==> config.mk <==
export PLATFORM = sky130hd
export DESIGN_NAME = tx_link_scheduler_flat
export DESIGN_NICKNAME = d
export VERILOG_FILES = /design/src/rtl/link_symbols_pkg.sv /design/src/rtl/tx_link_scheduler_if.sv /design/src/rtl/skp_timer.sv /design/src/rtl/tx_link_scheduler.sv /design/src/flat_wrapper.sv
export SDC_FILE = /design/constraint.sdc
export NUM_CORES = 1
export LEC_CHECK = 0
export CAP_MARGIN = 20
export CORE_MARGIN = 8
export CORE_UTILIZATION = 45
export CTS_CLUSTER_SIZE = 30
export DETAILED_ROUTE_END_ITERATION = 7
export PLACE_DENSITY = 0.76
export SLEW_MARGIN = 25
export SYNTH_ARGS = -nofsm -noshare
export SYNTH_HDL_FRONTEND = slang
export SYNTH_HIERARCHICAL = 1
export SYNTH_SLANG_ARGS = --single-unit
==> constraint.sdc <==
create_clock -name clk_1m -period 3.65 [get_ports clk_1m]
set_input_delay 0.5475 -clock clk_1m [delete_from_list [all_inputs] [get_ports clk_1m]]
set_output_delay 0.5475 -clock clk_1m [all_outputs]
set_load 0.005 [all_outputs]
==> src/rtl/link_symbols_pkg.sv <==
// Shared symbol codes, FSM state encoding and source-owner encoding for the
// transmit link scheduler.
package link_symbols_pkg;

    localparam logic [7:0] COM = 8'hBC;
    localparam logic [7:0] SKP = 8'h1C;
    localparam logic [7:0] STP = 8'hFB;
    localparam logic [7:0] SDP = 8'h5C;
    localparam logic [7:0] END = 8'hFD;
    localparam logic [7:0] IDL = 8'h7C;

    typedef enum logic [1:0] {
        ST_IDLE = 2'd0,
        ST_SOS  = 2'd1,
        ST_BODY = 2'd2,
        ST_ENDS = 2'd3
    } link_state_e;

    typedef enum logic {
        OWN_TLP  = 1'b0,
        OWN_DLLP = 1'b1
    } owner_e;

    // A tie goes to whichever source was not granted last.
    function automatic owner_e rr_pick(input logic tlp_v, input logic dllp_v,
                                       input owner_e last_grant);
        if (tlp_v && dllp_v) begin
            return (last_grant == OWN_TLP) ? OWN_DLLP : OWN_TLP;
        end
        return dllp_v ? OWN_DLLP : OWN_TLP;
    endfunction

endpackage

==> src/rtl/tx_link_scheduler_if.sv <==
// Source handshakes (TLP, DLLP) and the registered symbol stream towards the
// lane mux. master = scheduler side, slave = sources/mux side.
interface tx_link_scheduler_if;

    logic       tlp_valid;
    logic [7:0] tlp_data;
    logic       tlp_last;
    logic       tlp_ready;

    logic       dllp_valid;
    logic [7:0] dllp_data;
    logic       dllp_last;
    logic       dllp_ready;

    logic [7:0] out_data;
    logic       out_k;
    logic       out_valid;
    logic       skp_pending;

    modport master (
        input  tlp_valid, tlp_data, tlp_last,
        input  dllp_valid, dllp_data, dllp_last,
        output tlp_ready, dllp_ready,
        output out_data, out_k, out_valid, skp_pending
    );

    modport slave (
        output tlp_valid, tlp_data, tlp_last,
        output dllp_valid, dllp_data, dllp_last,
        input  tlp_ready, dllp_ready,
        input  out_data, out_k, out_valid, skp_pending
    );

endinterface

==> src/rtl/skp_timer.sv <==
// Free-running skip interval timer; raises a pending flag on every wrap and
// drops it when the scheduler registers COM (a coincident wrap wins).
module skp_timer #(
    parameter int SKP_INTERVAL = 16,
    parameter int CNT_W        = 8
) (
    input  logic clk_1m,
    input  logic reset_L,
    input  logic com_sent_i,
    output logic skp_pending_o
);

    localparam logic [CNT_W-1:0] WRAP_AT = CNT_W'(SKP_INTERVAL - 1);

    logic [CNT_W-1:0] cnt_q;
    logic [CNT_W-1:0] cnt_d;
    logic             pend_q;
    logic             pend_d;
    logic             wrap;

    always_comb begin
        wrap   = (cnt_q == WRAP_AT);
        cnt_d  = wrap ? '0 : cnt_q + CNT_W'(1);
        pend_d = pend_q;
        if (com_sent_i) begin
            pend_d = 1'b0;
        end
        if (wrap) begin
            pend_d = 1'b1;
        end
    end

    always_ff @(posedge clk_1m or negedge reset_L) begin
        if (!reset_L) begin
            cnt_q  <= '0;
            pend_q <= 1'b0;
        end else begin
            cnt_q  <= cnt_d;
            pend_q <= pend_d;
        end
    end

    assign skp_pending_o = pend_q;

endmodule

==> src/rtl/tx_link_scheduler.sv <==
// Byte-level transmit scheduler: frames TLP/DLLP packets, round-robins ties,
// and slots skip ordered sets in at packet boundaries.
//
//   state | meaning
//   IDLE  | between items: serve owed skip, else start a packet, else IDL
//   SOS   | emitting the SKP symbols that follow a COM
//   BODY  | forwarding the owner's payload bytes
//   ENDS  | emitting END after the last payload byte
module tx_link_scheduler
    import link_symbols_pkg::*;
#(
    parameter int SKP_INTERVAL = 16,
    parameter int SKP_COUNT    = 3,
    parameter int CNT_W        = 8
) (
    input  logic                  clk_1m,
    input  logic                  reset_L,
    input  logic                  link_en,
    tx_link_scheduler_if.master   lnk
);

    localparam logic [2:0] SKP_LAST = 3'(SKP_COUNT - 1);

    link_state_e state_q, state_d;
    owner_e      owner_q, owner_d;
    owner_e      last_grant_q, last_grant_d;
    owner_e      pick;
    logic [2:0]  skp_sent_q, skp_sent_d;
    logic [7:0]  out_data_q, out_data_d;
    logic        out_k_q, out_k_d;
    logic        out_valid_q, out_valid_d;

    logic        skp_pending;
    logic        com_sent;
    logic        any_valid;
    logic        own_valid;
    logic        own_last;
    logic [7:0]  own_data;

    skp_timer #(
        .SKP_INTERVAL (SKP_INTERVAL),
        .CNT_W        (CNT_W)
    ) u_skp_timer (
        .clk_1m        (clk_1m),
        .reset_L       (reset_L),
        .com_sent_i    (com_sent),
        .skp_pending_o (skp_pending)
    );

    always_comb begin
        any_valid = lnk.tlp_valid | lnk.dllp_valid;
        pick      = rr_pick(lnk.tlp_valid, lnk.dllp_valid, last_grant_q);
        if (owner_q == OWN_DLLP) begin
            own_valid = lnk.dllp_valid;
            own_last  = lnk.dllp_last;
            own_data  = lnk.dllp_data;
        end else begin
            own_valid = lnk.tlp_valid;
            own_last  = lnk.tlp_last;
            own_data  = lnk.tlp_data;
        end
    end

    // Readies follow the state register alone, so reset drops them at once.
    assign lnk.tlp_ready  = (state_q == ST_BODY) && (owner_q == OWN_TLP);
    assign lnk.dllp_ready = (state_q == ST_BODY) && (owner_q == OWN_DLLP);

    always_comb begin
        state_d      = state_q;
        owner_d      = owner_q;
        last_grant_d = last_grant_q;
        skp_sent_d   = skp_sent_q;
        out_data_d   = IDL;
        out_k_d      = 1'b1;
        out_valid_d  = 1'b0;
        com_sent     = 1'b0;

        case (state_q)
            ST_IDLE: begin
                if (skp_pending && link_en) begin
                    out_data_d  = COM;
                    out_valid_d = 1'b1;
                    com_sent    = 1'b1;
                    state_d     = ST_SOS;
                end else if (link_en && any_valid) begin
                    owner_d      = pick;
                    last_grant_d = pick;
                    out_data_d   = (pick == OWN_DLLP) ? SDP : STP;
                    out_valid_d  = 1'b1;
                    state_d      = ST_BODY;
                end else begin
                    out_valid_d = link_en;
                end
            end
            ST_SOS: begin
                out_data_d  = SKP;
                out_valid_d = 1'b1;
                if (skp_sent_q == SKP_LAST) begin
                    skp_sent_d = '0;
                    state_d    = ST_IDLE;
                end else begin
                    skp_sent_d = skp_sent_q + 3'd1;
                end
            end
            ST_BODY: begin
                // An owner underflow simply emits nothing and holds position.
                if (own_valid) begin
                    out_data_d  = own_data;
                    out_k_d     = 1'b0;
                    out_valid_d = 1'b1;
                    if (own_last) begin
                        state_d = ST_ENDS;
                    end
                end
            end
            ST_ENDS: begin
                out_data_d  = END;
                out_valid_d = 1'b1;
                state_d     = ST_IDLE;
            end
            default: begin
                state_d = ST_IDLE;
            end
        endcase
    end

    always_ff @(posedge clk_1m or negedge reset_L) begin
        if (!reset_L) begin
            state_q      <= ST_IDLE;
            owner_q      <= OWN_TLP;
            last_grant_q <= OWN_DLLP;
            skp_sent_q   <= '0;
            out_data_q   <= IDL;
            out_k_q      <= 1'b1;
            out_valid_q  <= 1'b0;
        end else begin
            state_q      <= state_d;
            owner_q      <= owner_d;
            last_grant_q <= last_grant_d;
            skp_sent_q   <= skp_sent_d;
            out_data_q   <= out_data_d;
            out_k_q      <= out_k_d;
            out_valid_q  <= out_valid_d;
        end
    end

    assign lnk.out_data    = out_data_q;
    assign lnk.out_k       = out_k_q;
    assign lnk.out_valid   = out_valid_q;
    assign lnk.skp_pending = skp_pending;

endmodule

==> src/flat_wrapper.sv <==
// flat-port wrapper written by rule: the top's interface ports become plain ports
module tx_link_scheduler_flat import link_symbols_pkg::*;
#(
    parameter int SKP_INTERVAL = 16,
    parameter int SKP_COUNT    = 3,
    parameter int CNT_W        = 8
)
  (clk_1m, reset_L, link_en, lnk_tlp_valid, lnk_tlp_data, lnk_tlp_last, lnk_dllp_valid, lnk_dllp_data, lnk_dllp_last, lnk_tlp_ready, lnk_dllp_ready, lnk_out_data, lnk_out_k, lnk_out_valid, lnk_skp_pending);
  tx_link_scheduler_if lnk_i ();
  input  logic clk_1m;
  input  logic reset_L;
  input  logic link_en;
  input wire logic [$bits(lnk_i.tlp_valid)-1:0] lnk_tlp_valid;
  input wire logic [$bits(lnk_i.tlp_data)-1:0] lnk_tlp_data;
  input wire logic [$bits(lnk_i.tlp_last)-1:0] lnk_tlp_last;
  input wire logic [$bits(lnk_i.dllp_valid)-1:0] lnk_dllp_valid;
  input wire logic [$bits(lnk_i.dllp_data)-1:0] lnk_dllp_data;
  input wire logic [$bits(lnk_i.dllp_last)-1:0] lnk_dllp_last;
  output wire logic [$bits(lnk_i.tlp_ready)-1:0] lnk_tlp_ready;
  output wire logic [$bits(lnk_i.dllp_ready)-1:0] lnk_dllp_ready;
  output wire logic [$bits(lnk_i.out_data)-1:0] lnk_out_data;
  output wire logic [$bits(lnk_i.out_k)-1:0] lnk_out_k;
  output wire logic [$bits(lnk_i.out_valid)-1:0] lnk_out_valid;
  output wire logic [$bits(lnk_i.skp_pending)-1:0] lnk_skp_pending;
  assign lnk_i.tlp_valid = lnk_tlp_valid;
  assign lnk_i.tlp_data = lnk_tlp_data;
  assign lnk_i.tlp_last = lnk_tlp_last;
  assign lnk_i.dllp_valid = lnk_dllp_valid;
  assign lnk_i.dllp_data = lnk_dllp_data;
  assign lnk_i.dllp_last = lnk_dllp_last;
  assign lnk_tlp_ready = lnk_i.tlp_ready;
  assign lnk_dllp_ready = lnk_i.dllp_ready;
  assign lnk_out_data = lnk_i.out_data;
  assign lnk_out_k = lnk_i.out_k;
  assign lnk_out_valid = lnk_i.out_valid;
  assign lnk_skp_pending = lnk_i.skp_pending;
  tx_link_scheduler #(.SKP_INTERVAL(SKP_INTERVAL), .SKP_COUNT(SKP_COUNT), .CNT_W(CNT_W)) u_core (.clk_1m(clk_1m), .reset_L(reset_L), .link_en(link_en), .lnk(lnk_i));
endmodule
Word-level counts from Yosys, hierarchy flattened
Cells that the tools add are included.
{"block": "totals", "input_bits": 23, "reg_bits": 26, "output_inout_bits": 13, "elab_cells": 64}
{"block": "op_classes", "n_mux": 31, "reduce_logical": 10, "n_eq_ne": 9, "bitwise_logic": 3, "add_sub_neg": 2}
{"operator": "8-bit 2-to-1 mux", "n": 6}
{"operator": "8-bit case mux with 4 select lines", "n": 1}
{"operator": "1-bit 2-to-1 mux", "n": 16}
{"operator": "2-bit 2-to-1 mux", "n": 5}
{"operator": "8-bit by 1-bit adder with 8-bit output, second input constant", "n": 1}
{"operator": "8-bit by 4-bit equality test with 1-bit output, second input constant", "n": 1}
{"operator": "2-bit case mux with 4 select lines", "n": 1}
{"operator": "2-bit by 1-bit != test with 1-bit output, second input constant", "n": 3}
{"operator": "1-bit logical AND", "n": 5}
{"operator": "2-bit equality test, second input constant", "n": 2}
{"operator": "4-bit AND reduction", "n": 1}
{"operator": "3-bit by 1-bit adder with 3-bit output, second input constant", "n": 1}
{"operator": "3-bit by 2-bit equality test with 1-bit output, second input constant", "n": 1}
{"operator": "3-bit 2-to-1 mux", "n": 1}
{"operator": "3-bit by 1-bit != test with 1-bit output, second input constant", "n": 1}
{"operator": "1-bit case mux with 3 select lines", "n": 1}
{"operator": "3-bit AND reduction", "n": 1}
{"operator": "2-bit by 1-bit equality test with 1-bit output, second input constant", "n": 1}
{"operator": "2-bit logical NOT", "n": 1}
{"operator": "1-bit NOT", "n": 2}
{"operator": "2-bit nonzero test", "n": 1}
{"operator": "2-bit OR reduction", "n": 1}
{"operator": "1-bit bitwise OR", "n": 1}

Logic depth before layout (Yosys ltp)
Gate-level depths: netlist of the first run.
{"block": "logic_depth", "ltp_word": 7, "ltp_mapped": 5, "depth_no_buf": 4}

Hierarchy
Netlist of the first run, hierarchy kept.
{"module": "tx_link_scheduler", "area_per_inst_um2": 863.3, "n_inst": 1, "cells_each": 85, "seq_area_each_um2": 434.2}
{"module": "skp_timer", "area_per_inst_um2": 391.6, "n_inst": 1, "cells_each": 34, "seq_area_each_um2": 225.2}

Worst setup path before layout of the first run
No wires, ideal clock.
{"block": "synth_path", "kind": "in2reg", "start": "input link_en", "end": "register u_core.owner_q", "setup_slack_ns": 2.260, "cell_stages": 3, "arrival_ns": 1.266, "t_required_ns": 3.525, "setup_time_ns": 0.125, "path_cell_list": "and2b_1 > nor4b_4 > mux2_2"}
{"block": "synth_between", "elab_chain_len": 3, "elab_cells_between_ends": 4, "cone_classes": "bitwise: 1; reduce/logical: 3"}
{"item": "from (decl)", "line": "flat_wrapper.sv:12", "source": "input logic link_en;"}
{"item": "1-bit logical AND", "line": "tx_link_scheduler.sv:80", "source": "if (skp_pending && link_en) begin"}
{"item": "1-bit NOT (no line)"}
{"item": "3-bit AND reduction (no line) (*)"}
{"item": "to (signal assigned)", "line": "tx_link_scheduler.sv:138", "source": "owner_q <= owner_d;"}
{"item": "to (decl)", "line": "tx_link_scheduler.sv:25", "source": "owner_e owner_q, owner_d;"}
Mark *: on every way between the ends. The rest lies on a longest branch, timed or not.
A chain may end at the register's enable or synchronous reset.

Worst setup path in the final report of the first run
{"block": "layout_path", "start": "register u_core.state_q[1]", "end": "output lnk_dllp_ready"}
{"block": "layout_between", "elab_chain_len": 2}
{"item": "from (decl)", "line": "tx_link_scheduler.sv:24", "source": "link_state_e state_q, state_d;"}
{"item": "from (signal assigned)", "line": "tx_link_scheduler.sv:137", "source": "state_q <= state_d;"}
{"item": "2-bit equality test", "line": "tx_link_scheduler.sv:66", "source": "assign lnk.dllp_ready = (state_q == ST_BODY) && (owner_q == OWN_DLLP);"}
{"item": "1-bit logical AND", "line": "tx_link_scheduler.sv:66"}
{"item": "to (decl)", "line": "flat_wrapper.sv:20", "source": "output wire logic [$bits(lnk_i.dllp_ready)-1:0] lnk_dllp_ready;"}
No other way between the ends.

==> results of run 1 <==
## registers in the layout (all words and copies together), names as in the netlist
signal and flops:
u_core/lnk.out_valid 1, u_core/u_skp_timer/cnt_q 8, u_core/lnk.out_k 1, u_core/last_grant_q 1, u_core/owner_q 1, u_core/lnk.out_data 8
u_core/u_skp_timer/skp_pending_o 1, u_core/skp_sent_q 3, u_core/state_q 2
## cell usage after synthesis, drive strengths merged
library cell and instances:
a21oi 9, a31oi 1, o21ai 7, o211ai 2, xnor2 3, and2b 1
o21bai 1, nand2 11, dfrtp 19, nor4bb 1, inv 6, mux2 4
nor4b 2, xor2 2, dfstp 7, o32ai 1, and2 1, ha 1
or4 1, o22ai 3, or3b 1, buf 3, nand3 5, nand2b 5
and3 3, mux2i 5, nor2b 2, nor2 10, a21boi 2
## path summary, 6_finish.rpt
| path | end | slack (ps) | depth (start not counted) |
|---|---|---|---|
| setup / recovery | lnk_dllp_ready | 1190 | 4 |
| setup reg to reg | u_core/lnk.out_data[0] | 2130 | 4 |
| max in group asynchronous | u_core/lnk.out_data[4] | 2920 | 2 |
| hold reg to reg | u_core/u_skp_timer/cnt_q[7] | 490 | 1 |
| min in group clk_1m | u_core/u_skp_timer/cnt_q[7] | 490 | 1 |
| hold / removal | u_core/lnk.out_data[7] | 180 | 1 |
## area by class of cell
class                           instances  area (um^2)
Sequential cell                        26          659
Inverter                                6         22.5
Multi-Input combinational cell         84          556
Timing Repair Buffer                   36          353
Clock buffer                            4         36.3
Tap cell                               31         38.8
Fill cell                             233         1040
## power by group through the flow
| stage | logic, mW | clock network [mW] | registers [mW] |
|---|---|---|---|
| after floorplan | 0.240 | 0 | 0.436 |
| after global placement | 0.356 | 0 | 0.479 |
| after detailed placement | 0.364 | 0 | 0.489 |
| after CTS | 0.366 | 0.148 | 0.482 |
| after global routing | 0.397 | 0.158 | 0.497 |
| final | 0.362 | 0.144 | 0.481 |
## logic make-up (layout without fill, tap and decap cells)
| logic type | after synthesis | count (layout) |
|---|---|---|
| multiplexers | 9 | 9 |
| AND/OR/NAND/NOR | 43 | 43 |
| AO/OA/AOI/OAI | 26 | 26 |
| adder cells (fa/ha/maj) | 1 | 1 |
| buffers and inverters | 9 | 46 |
| XOR/XNOR | 5 | 5 |
| flip-flops | 26 | 26 |
## layer usage
metal  up-vias  wire (um)  share of wire, %
met5         -          0                 0
met2        31       1450                50
met1       482       1130                39
met3         2        300                10
met4         0         22              0.76
li1        491          -                 -
## metrics by stage
stage / cell area (um^2) / std cells / total power [mW] / hold WS (ps)
after floorplan: 1250 / 119 / 0.676 / 252
after global placement: 1630 / 183 / 0.835 / 459
after detailed placement: 1630 / 183 / 0.853 / 458
after CTS: 1670 / 187 / 0.997 / 489
after global routing: 1670 / 187 / 1.05 / 213
final: 1670 / 187 / 0.987 / 182
## worst register-to-register path, cell delays in order (launching register included)
cell and delay (ps):
dfrtp_1 580, nand2b_1 320, a21oi_2 240, inv_1 100, o211ai_1 190
==> key figures, run 1 <==
Power
  – Pleak: 0.715 nW
  – Combinational cell fraction of total power: 36.7%
  – Switching share of power: 33.5%
  – Sequential power share: 48.7%
  – Worst VDD drop: 0.399 mV
  – Net Switching: 0.331 mW
  – PwrDens: 593 mW/mm^2
  – Clock power frac: 14.6%
  – Internal Pwr Total: 0.656 mW

Clock network
  – H-tree depth: 1
  – CTS tree: done
  – CTS resizes: 0
  – Postcts setup bufs: 0
  – Worst-Skew Late Latency: 310 ps
  – Maximum buffer depth of the clock tree: 2
  – Worst-path clk slew: 140 ps
  – Hold buffer count at cts: 0
  – Total CTS buffers: 3
  – CTS sink cnt: 26
  – Root Driver: clkbuf_4

Timing
  – Post-route worst setup slack: 1190 ps
  – Slew headroom: 65.8%
  – RSZ-0062 raised after global routing: no
  – Endpoints failing hold: 0
  – Final worst-path cycle share: 67.3%
  – Clk_skew: 6.45 ps
  – Setup violations, final: 0
  – Tmin final: 2460 ps
  – Max Freq: 0.407 GHz
  – Final Max Slew Viols: 0
  – Worst-Margin Slew: 514 ps
  – Setup TNS: 0 ps

Logic synthesis
  – Mux share of post-synthesis cell area: 7.58%
  – Seq/Total Area, Yosys: 52.5%
  – Synth Area in XOR/XNOR: 3.49%
  – Cell taking the most area after synthesis: dfrtp_1
  – Synth Area in Adders: 0.997%
  – Netlist Area Pre-Place: 0.00125 mm^2
  – Synth Instances: 119
  – Mean Syn Cell Area: 10.5 um^2
  – Synth top area cells: dfrtp_1 38%, dfstp_2 15%, mux2i_1 4.0%
  – Yosys warnings: 6
  – Flops & latches, synth: 26
  – Simple-gate share of the synthesized area: 19.4%
  – Largest family of logic cells by synthesized area: simple AND/OR/NAND/NOR gates
  – Synth top area share: 37.9%
  – Synth unique cells: 35
  – Compound-Gate Fraction of Synth Area: 12.8%
  – Syn_nets: 143

Floorplanning
  – Ports: 36
  – Placement Rows: 19
  – DIE AREA: 0.00473 mm^2
  – Die X: 68.8 um
  – Core Region: 0.00271 mm^2
  – Die Ht: 68.8 um
  – Initial Util: 46.3%

Drt
  – Vias post-DR: 1006
  – Vias per inst: 5.38
  – DRC: 0
  – Initial DRC count: 43
  – Post-Route WL: 2910 um
  – Per-cell routed wire length: 15.5 um
  – 1st-pass router iterations: 5
  – Antenna viol nets, final: 0

Critical path
  – CP max FO: 10
  – Setup crit start: u_core/state_q[1]
  – Critical path class: flop to primary output
  – Crit path buf inv count: 2
  – RR Startpoint: u_core/owner_q
  – Critical path cell sequence: inv_1 -> nor2_1 -> and2_1 -> clkdlybuf4s50_1
  – CP max stage cell: dfrtp_1
  – Largest stage delay, worst path: 570 ps
  – Setup crit start kind: flop
  – Crit path DAT: 1910 ps
  – CP delay by family, top: buffers and inverters
  – Worst path required time: 3100 ps
  – Critical Path Sink Type: primary output

Final layout
  – Most common cell after layout, fill and taps aside: clkdlybuf4s50_1
  – Diodes inserted: 0
  – Most frequent cells in the layout: 34 x clkdlybuf4s50_1, 19 x dfrtp_1, 11 x nand2_1, 10 x nor2_1, 8 x a21oi_1
  – Nets@finish: 181
  – Share of layout cells above drive strength 1: 14.1%
  – Area grow syn2layout: 32.7%
  – Final core utilization: 61.4%

GRT
  – Initial antenna violation count: 0
  – Pin count of the biggest net entering global routing: 25
  – Met3 GRT Util: 3.07%
  – GR Layer Usage met1: 13.0%
  – Vias in the first global route: 1105
  – Grt peak-use layer: met2
  – Overflow after GRT: 0
  – Grt met2 use: 24.7%
  – First-pass GRT wire length: 4680 um
  – Total track usage: 12.7%

Placed design
  – Pre-CTS WS: 1570 ps
  – Input/output buffers: 35
  – Routability cong.: 0.828
  – Detailed placement HPWL: 2290 um

Job
  – Max-capacitance violation count: 0

Hold path
  – Hold Crit Class: primary input to async pin

Outcome
  – Status: complete, no violations
Note: power is estimated with default switching activity, not from simulation.
==> inputs of run 2 (changes only) <==
--- a/config.mk
+++ b/config.mk
@@ -7,10 +7,10 @@
 export LEC_CHECK = 0
 export CAP_MARGIN = 20
 export CORE_MARGIN = 8
-export CORE_UTILIZATION = 45
+export CORE_UTILIZATION = 42
 export CTS_CLUSTER_SIZE = 30
 export DETAILED_ROUTE_END_ITERATION = 7
-export PLACE_DENSITY = 0.76
+export PLACE_DENSITY = 0.75
 export SLEW_MARGIN = 25
 export SYNTH_ARGS = -nofsm -noshare
 export SYNTH_HDL_FRONTEND = slang
==> constraint.sdc (replaced) <==
create_clock -name clk_1m -period 2.2 [get_ports clk_1m]
set_input_delay 0.33 -clock clk_1m [delete_from_list [all_inputs] [get_ports clk_1m]]
set_output_delay 0.33 -clock clk_1m [all_outputs]
set_load 0.005 [all_outputs]
==> key figures, run 2 (synthesized netlist as in run 1, its figures left out) <==
Clock network
  – H-tree depth: 1 (unchanged)
  – Hold buffer count at cts: 0 (unchanged)
  – CTS tree: done
  – Maximum buffer depth of the clock tree: 2 (unchanged)
  – Total CTS buffers: 3 (unchanged)
  – Postcts setup bufs: 0 (unchanged)
  – CTS sink cnt: 26 (unchanged)
  – Worst-path clk slew: 140 ps (about the same)
  – Worst-Skew Late Latency: 310 ps (about the same)
  – CTS resizes: 0 (unchanged)
  – Root Driver: clkbuf_4

Final layout
  – Reg area: 661 um^2 (+0.19%)
  – Share of layout cells above drive strength 1: 15.2% (+1.1 points)
  – Most frequent cells in the layout: 35 x clkdlybuf4s50_1, 18 x dfrtp_1, 11 x nand2_1, 10 x nor2_1, 8 x a21oi_1
  – Nets@finish: 183 (+1.1%)
  – Most common cell after layout, fill and taps aside: clkdlybuf4s50_1
  – Fillcell total: 264 (+13%)
  – Diodes inserted: 0 (unchanged)
  – Area occupied by multi-input gates: 556 um^2 (unchanged)
  – Area grow syn2layout: 35.9%

Drt
  – Vias post-DR: 981 (-2.5%)
  – DRC: 0 (unchanged)
  – WL met3: 124 um (-59%)
  – Per-cell routed wire length: 14.6 um (-5.9%)
  – DRT met1 WL: 1190 um (+5.5%)
  – Vias per inst: 5.14 (-4.5%)
  – Initial DRC count: 42 (-2.3%)
  – Post-Route WL: 2790 um (-3.9%)
  – Antenna viol nets, final: 0 (unchanged)
  – Met2 Routed Length: 1450 um (-0.28%)
  – Top sig layer: met4
  – 1st-pass router iterations: 4 (-1)

Placed design
  – Routability cong.: 0.806 (-2.7%)
  – Input/output buffers: 35 (unchanged)
  – Detailed placement HPWL: 2230 um (-2.8%)

Floorplanning
  – Die X: 70.7 um (+2.7%)
  – Die Ht: 70.7 um (+2.7%)
  – Placement Rows: 20 (+1)
  – DIE AREA: 0.00499 mm^2 (+5.4%)
  – Initial Util: 42.5% (-3.8 points)
  – Core Region: 0.00295 mm^2 (+9.0%)
  – Ports: 36 (unchanged)

Critical path
  – Crit path buf inv count: 1 (-1)
  – Crit path DAT: 1720 ps (-190 ps)
  – Setup crit start kind: flop
  – Largest stage delay, worst path: 520 ps (-50 ps)
  – CP max FO: 13 (+3)
  – Critical Path Sink Type: primary output
  – Critical path class: flop to primary output
  – CP max stage cell: dfrtp_2
  – Worst path required time: 1870 ps (-1230 ps)
  – Critical path cell sequence: nand2b_1 -> nor2_1 -> clkdlybuf4s50_1
  – RR Startpoint: u_core/owner_q
  – Setup crit start: u_core/state_q[0]
  – CP delay by family, top: flip-flops

Timing
  – Final worst-path cycle share: 93.3%
  – Max Freq: 0.487 GHz
  – Endpoints failing hold: 0 (unchanged)
  – Clk_skew: 2.22 ps (-4.23 ps)
  – WHS: 363 ps (+180 ps)
  – Worst-Margin Slew: 379 ps (-134 ps)
  – Setup TNS: 0 ps (unchanged)
  – Slew headroom: 74.5% (+8.7 points)
  – Tmin final: 2050 ps
  – RSZ-0062 raised after global routing: no
  – Final Max Slew Viols: 0 (unchanged)
  – Setup violations, final: 0 (unchanged)

GRT
  – Overflow after GRT: 0 (unchanged)
  – Vias in the first global route: 1084 (-1.9%)
  – Total track usage: 11.8% (-0.87 points)
  – First-pass GRT wire length: 4870 um (+4.1%)
  – Initial antenna violation count: 0 (unchanged)
  – Pin count of the biggest net entering global routing: 27 (+8.0%)

Job
  – Max-capacitance violation count: 0 (unchanged)

Hold path
  – Hold Crit Class: primary input to async pin

Outcome
  – Status: complete, no violations

Power
  – PwrDens: 1020 mW/mm^2 (+73%)
  – Worst VDD drop: 0.479 mV (+20%)
  – Pleak: 0.731 nW (+2.2%)
-- run 2: changes by cell type in the layout (fill, tap and decap cells not counted), sizes merged --
cell / before / now
buf: 2 / 3
bufinv: 0 / 1
clkbuf: 4 / 3
clkdlybuf4s50: 34 / 35
-- run 2: routing by layer --
| layer | global-route usage [%] | vias up |
|---|---|---|
| met4 | 4.16 | 0 |
| met5 | 0 | - |
| met3 | 3.11 | 4 |
| met2 | 21.1 | 19 |
| li1 | - | 492 |
| met1 | 13.0 | 466 |
-- run 2: final timing paths --
kind	end	slack, ps	depth (start not counted)
max	lnk_tlp_ready	150	3
min	u_core/lnk.out_valid	360	2
max reg2reg	u_core/lnk.out_data[1]	700	5
min reg2reg	u_core/u_skp_timer/cnt_q[7]	480	1
max in group asynchronous	u_core/last_grant_q	1550	2
min in group clk_1m	u_core/u_skp_timer/cnt_q[7]	480	1
-- run 2: per-stage QoR --
stage / std cells / worst slack, ps / cell area [um^2] / total power, mW / utilization, %
final: 191 / 147 / 1710 / 1.75 / 57.8
after detailed placement: 187 / 404 / 1650 / 1.44 / 55.9
after floorplan: 119 / 860 / 1250 / 1.12 / -
after CTS: 191 / 79.4 / 1700 / 1.77 / 57.7
after global routing: 191 / 61.5 / 1710 / 1.86 / 57.8
after global placement: 187 / 452 / 1650 / 1.41 / 55.9
-- run 2: where the power goes --
part	leakage [nW]	total [mW]	switching, mW	internal (mW)
combinational	0.389	0.678	0.304	0.374
sequential	0.314	0.745	0.105	0.641
clock	0.0279	0.323	0.139	0.184
-- run 2: area by class of cell --
class                   instances  area share (%)
flip-flops and latches         26            38.7
multi-input cells              84            32.6
repair buffers                 38            21.9
well taps                      33            2.42
clock inverters                 1            1.76
clock buffers                   3            1.32
inverters                       6            1.32
-- run 2: worst register-to-register path, delay by kind of cell, from the launching register on --
family | cells | cell delay, ps
AOI/OAI and AO/OA | 2 | 450
buffers and inverters | 2 | 300
DFF | 1 | 430
and+or+nand+nor | 1 | 240
==> inputs of run 3 (changes only) <==
--- a/config.mk
+++ b/config.mk
@@ -8,6 +8,7 @@
 export CAP_MARGIN = 20
 export CORE_MARGIN = 8
 export CORE_UTILIZATION = 42
+export CTS_CLUSTER_DIAMETER = 80
 export CTS_CLUSTER_SIZE = 30
 export DETAILED_ROUTE_END_ITERATION = 7
 export PLACE_DENSITY = 0.75
==> constraint.sdc (replaced) <==
create_clock -name clk_1m -period 2.2 [get_ports clk_1m]
set_input_delay 0.33 -clock clk_1m [delete_from_list [all_inputs] [get_ports clk_1m]]
set_output_delay 0.33 -clock clk_1m [all_outputs]
set_load 0.1 [all_outputs]
==> key figures, run 3 (synthesized netlist as in run 1, its figures left out) <==
GRT
  – Vias in the first global route: 962 (-11%)
  – Initial antenna violation count: 0 (unchanged)
  – Total track usage: 11.2% (-0.57 points)
  – Pin count of the biggest net entering global routing: 27 (unchanged)
  – First-pass GRT wire length: 4600 um (-5.5%)
  – Overflow after GRT: 0 (unchanged)

Timing
  – Setup TNS: 0 ps (unchanged)
  – Worst-Margin Slew: 473 ps (+93.9 ps)
  – Setup violations, final: 0 (unchanged)
  – Clk_skew: 2.26 ps (+0.0336 ps)
  – RSZ-0062 raised after global routing: no
  – Final Max Slew Viols: 0 (unchanged)
  – Final worst-path cycle share: 92.3% (-1.0 points)
  – Endpoints failing hold: 0 (unchanged)
  – Slew headroom: 68.5% (-6.0 points)
  – Max Freq: 0.492 GHz (+1.1%)
  – Tmin final: 2030 ps (-22.6 ps)

Critical path
  – Critical path class: flop to primary output
  – CP max FO: 10 (-3)
  – Reg-to-reg slack, setup: 670 ps (-30 ps)
  – Setup crit start kind: flop
  – Crit path DAT: 1700 ps (-20 ps)
  – RR Startpoint: u_core/owner_q
  – R2R depth: 4 (-1)
  – Worst path required time: 1870 ps (about the same)
  – Critical Path Sink Type: primary output
  – Worst r2r dst: u_core/lnk.out_data[1]

Clock network
  – Hold buffer count at cts: 0 (unchanged)
  – CTS tree: done
  – CTS resizes: 0 (unchanged)
  – Worst-path clk slew: 140 ps (about the same)
  – H-tree depth: 1 (unchanged)
  – Maximum buffer depth of the clock tree: 2 (unchanged)
  – Total CTS buffers: 3 (unchanged)
  – Postcts setup bufs: 0 (unchanged)
  – Root Driver: clkbuf_4
  – CTS sink cnt: 26 (unchanged)
  – Worst-Skew Late Latency: 320 ps (about the same)

Final layout
  – Area grow syn2layout: 34.0%
  – Diodes inserted: 0 (unchanged)
  – Most common cell after layout, fill and taps aside: clkdlybuf4s50_1
  – Area occupied by multi-input gates: 556 um^2 (unchanged)
  – Share of layout cells above drive strength 1: 21.8% (+6.6 points)
  – Final core utilization: 56.9% (-0.81 points)
  – Reg area: 659 um^2 (-0.19%)
  – Most frequent cells in the layout: 22 x clkdlybuf4s50_1, 19 x dfrtp_1, 12 x buf_4, 11 x nand2_1, 10 x nor2_1
  – Fillcell total: 259 (-1.9%)
  – Nets@finish: 181 (-1.1%)

Drt
  – Post-Route WL: 2690 um (-3.7%)
  – Antenna viol nets, final: 0 (unchanged)
  – Vias post-DR: 975 (-0.61%)
  – 1st-pass router iterations: 4 (unchanged)
  – Initial DRC count: 46 (+9.5%)
  – Per-cell routed wire length: 14.2 um (-2.7%)
  – Vias per inst: 5.16 (+0.44%)
  – DRC: 0 (unchanged)

Floorplanning
  – Ports: 36 (unchanged)
  – Die X: 70.7 um (unchanged)
  – Die Ht: 70.7 um (unchanged)
  – Core Region: 0.00295 mm^2 (unchanged)
  – Placement Rows: 20 (unchanged)
  – Initial Util: 42.5% (unchanged)
  – DIE AREA: 0.00499 mm^2 (unchanged)

Power
  – PwrDens: 1370 mW/mm^2 (+34%)
  – Pleak: 0.738 nW (+0.90%)
  – Worst VDD drop: 0.598 mV (+25%)

Job
  – Max-capacitance violation count: 0 (unchanged)

Hold path
  – Hold Crit Class: primary input to async pin

Outcome
  – Status: complete, no violations

Placed design
  – Routability cong.: 0.783 (-2.9%)
  – Input/output buffers: 35 (unchanged)
  – Detailed placement HPWL: 2100 um (-5.9%)
run 3: changes by cell type in the layout (fill, tap and decap cells not counted):
cell | before | now
dfrtp_2 | 1 | 0
clkdlybuf4s50_1 | 35 | 22
dfrtp_1 | 18 | 19
buf_12 | 0 | 2
buf_4 | 3 | 12
run 3: how the worst max path moves through the flow:
stage	startpoint	endpoint	cells past startpoint
finish	u_core/state_q[1]	lnk_dllp_ready	4
global route	u_core/state_q[1]	lnk_dllp_ready	4
CTS	u_core/state_q[1]	lnk_dllp_ready	4
detailed placement	link_en	u_core/owner_q	4
global placement	link_en	u_core/owner_q	4
floorplan	u_core/state_q[0]	lnk_tlp_ready	2
run 3: layer usage:
| layer | vias up | wire (um) | share of wire (%) | track usage [%] |
|---|---|---|---|---|
| met5 | - | 0 | 0 | 0 |
| met4 | 0 | 0 | 0 | 2.77 |
| met3 | 0 | 121 | 4.5 | 2.40 |
| met2 | 17 | 1360 | 51 | 19.7 |
| met1 | 473 | 1200 | 45 | 13.5 |
| li1 | 485 | - | - | - |
run 3: per-stage QoR:
| stage | instances | cell area (um^2) | hold slack [ps] | power, mW | setup slack, ps |
|---|---|---|---|---|---|
| global route | 189 | 1680 | 390 | 2.43 | 42.2 |
| floorplan | 119 | 1250 | 34.4 | 1.71 | 5.36 |
| detailed placement | 185 | 1630 | 465 | 2.00 | 417 |
| CTS | 189 | 1680 | 358 | 2.33 | 158 |
| global placement | 185 | 1630 | 463 | 1.98 | 451 |
| finish | 189 | 1680 | 356 | 2.31 | 169 |
run 3: area by class of cell:
cell class              instances  share of cell area (%)
repair buffers                 36                    20.8
clock inverters                 1                    1.79
well taps                      33                    2.46
inverters                       6                    1.34
multi-input cells              84                    33.0
clock buffers                   3                    1.34
flip-flops and latches         26                    39.2
run 3: where the power goes:
group	switching [mW]	internal, mW	leakage [nW]
clock	0.144	0.184	0.0279
combinational	0.833	0.348	0.394
sequential	0.162	0.638	0.315
total	1.14	1.17	0.738
run 3: worst max-delay path, cell delays in order (launching register included):
cell and delay (ps):
dfrtp_1 590, inv_1 170, nor2_1 240, and2_1 210, buf_12 180
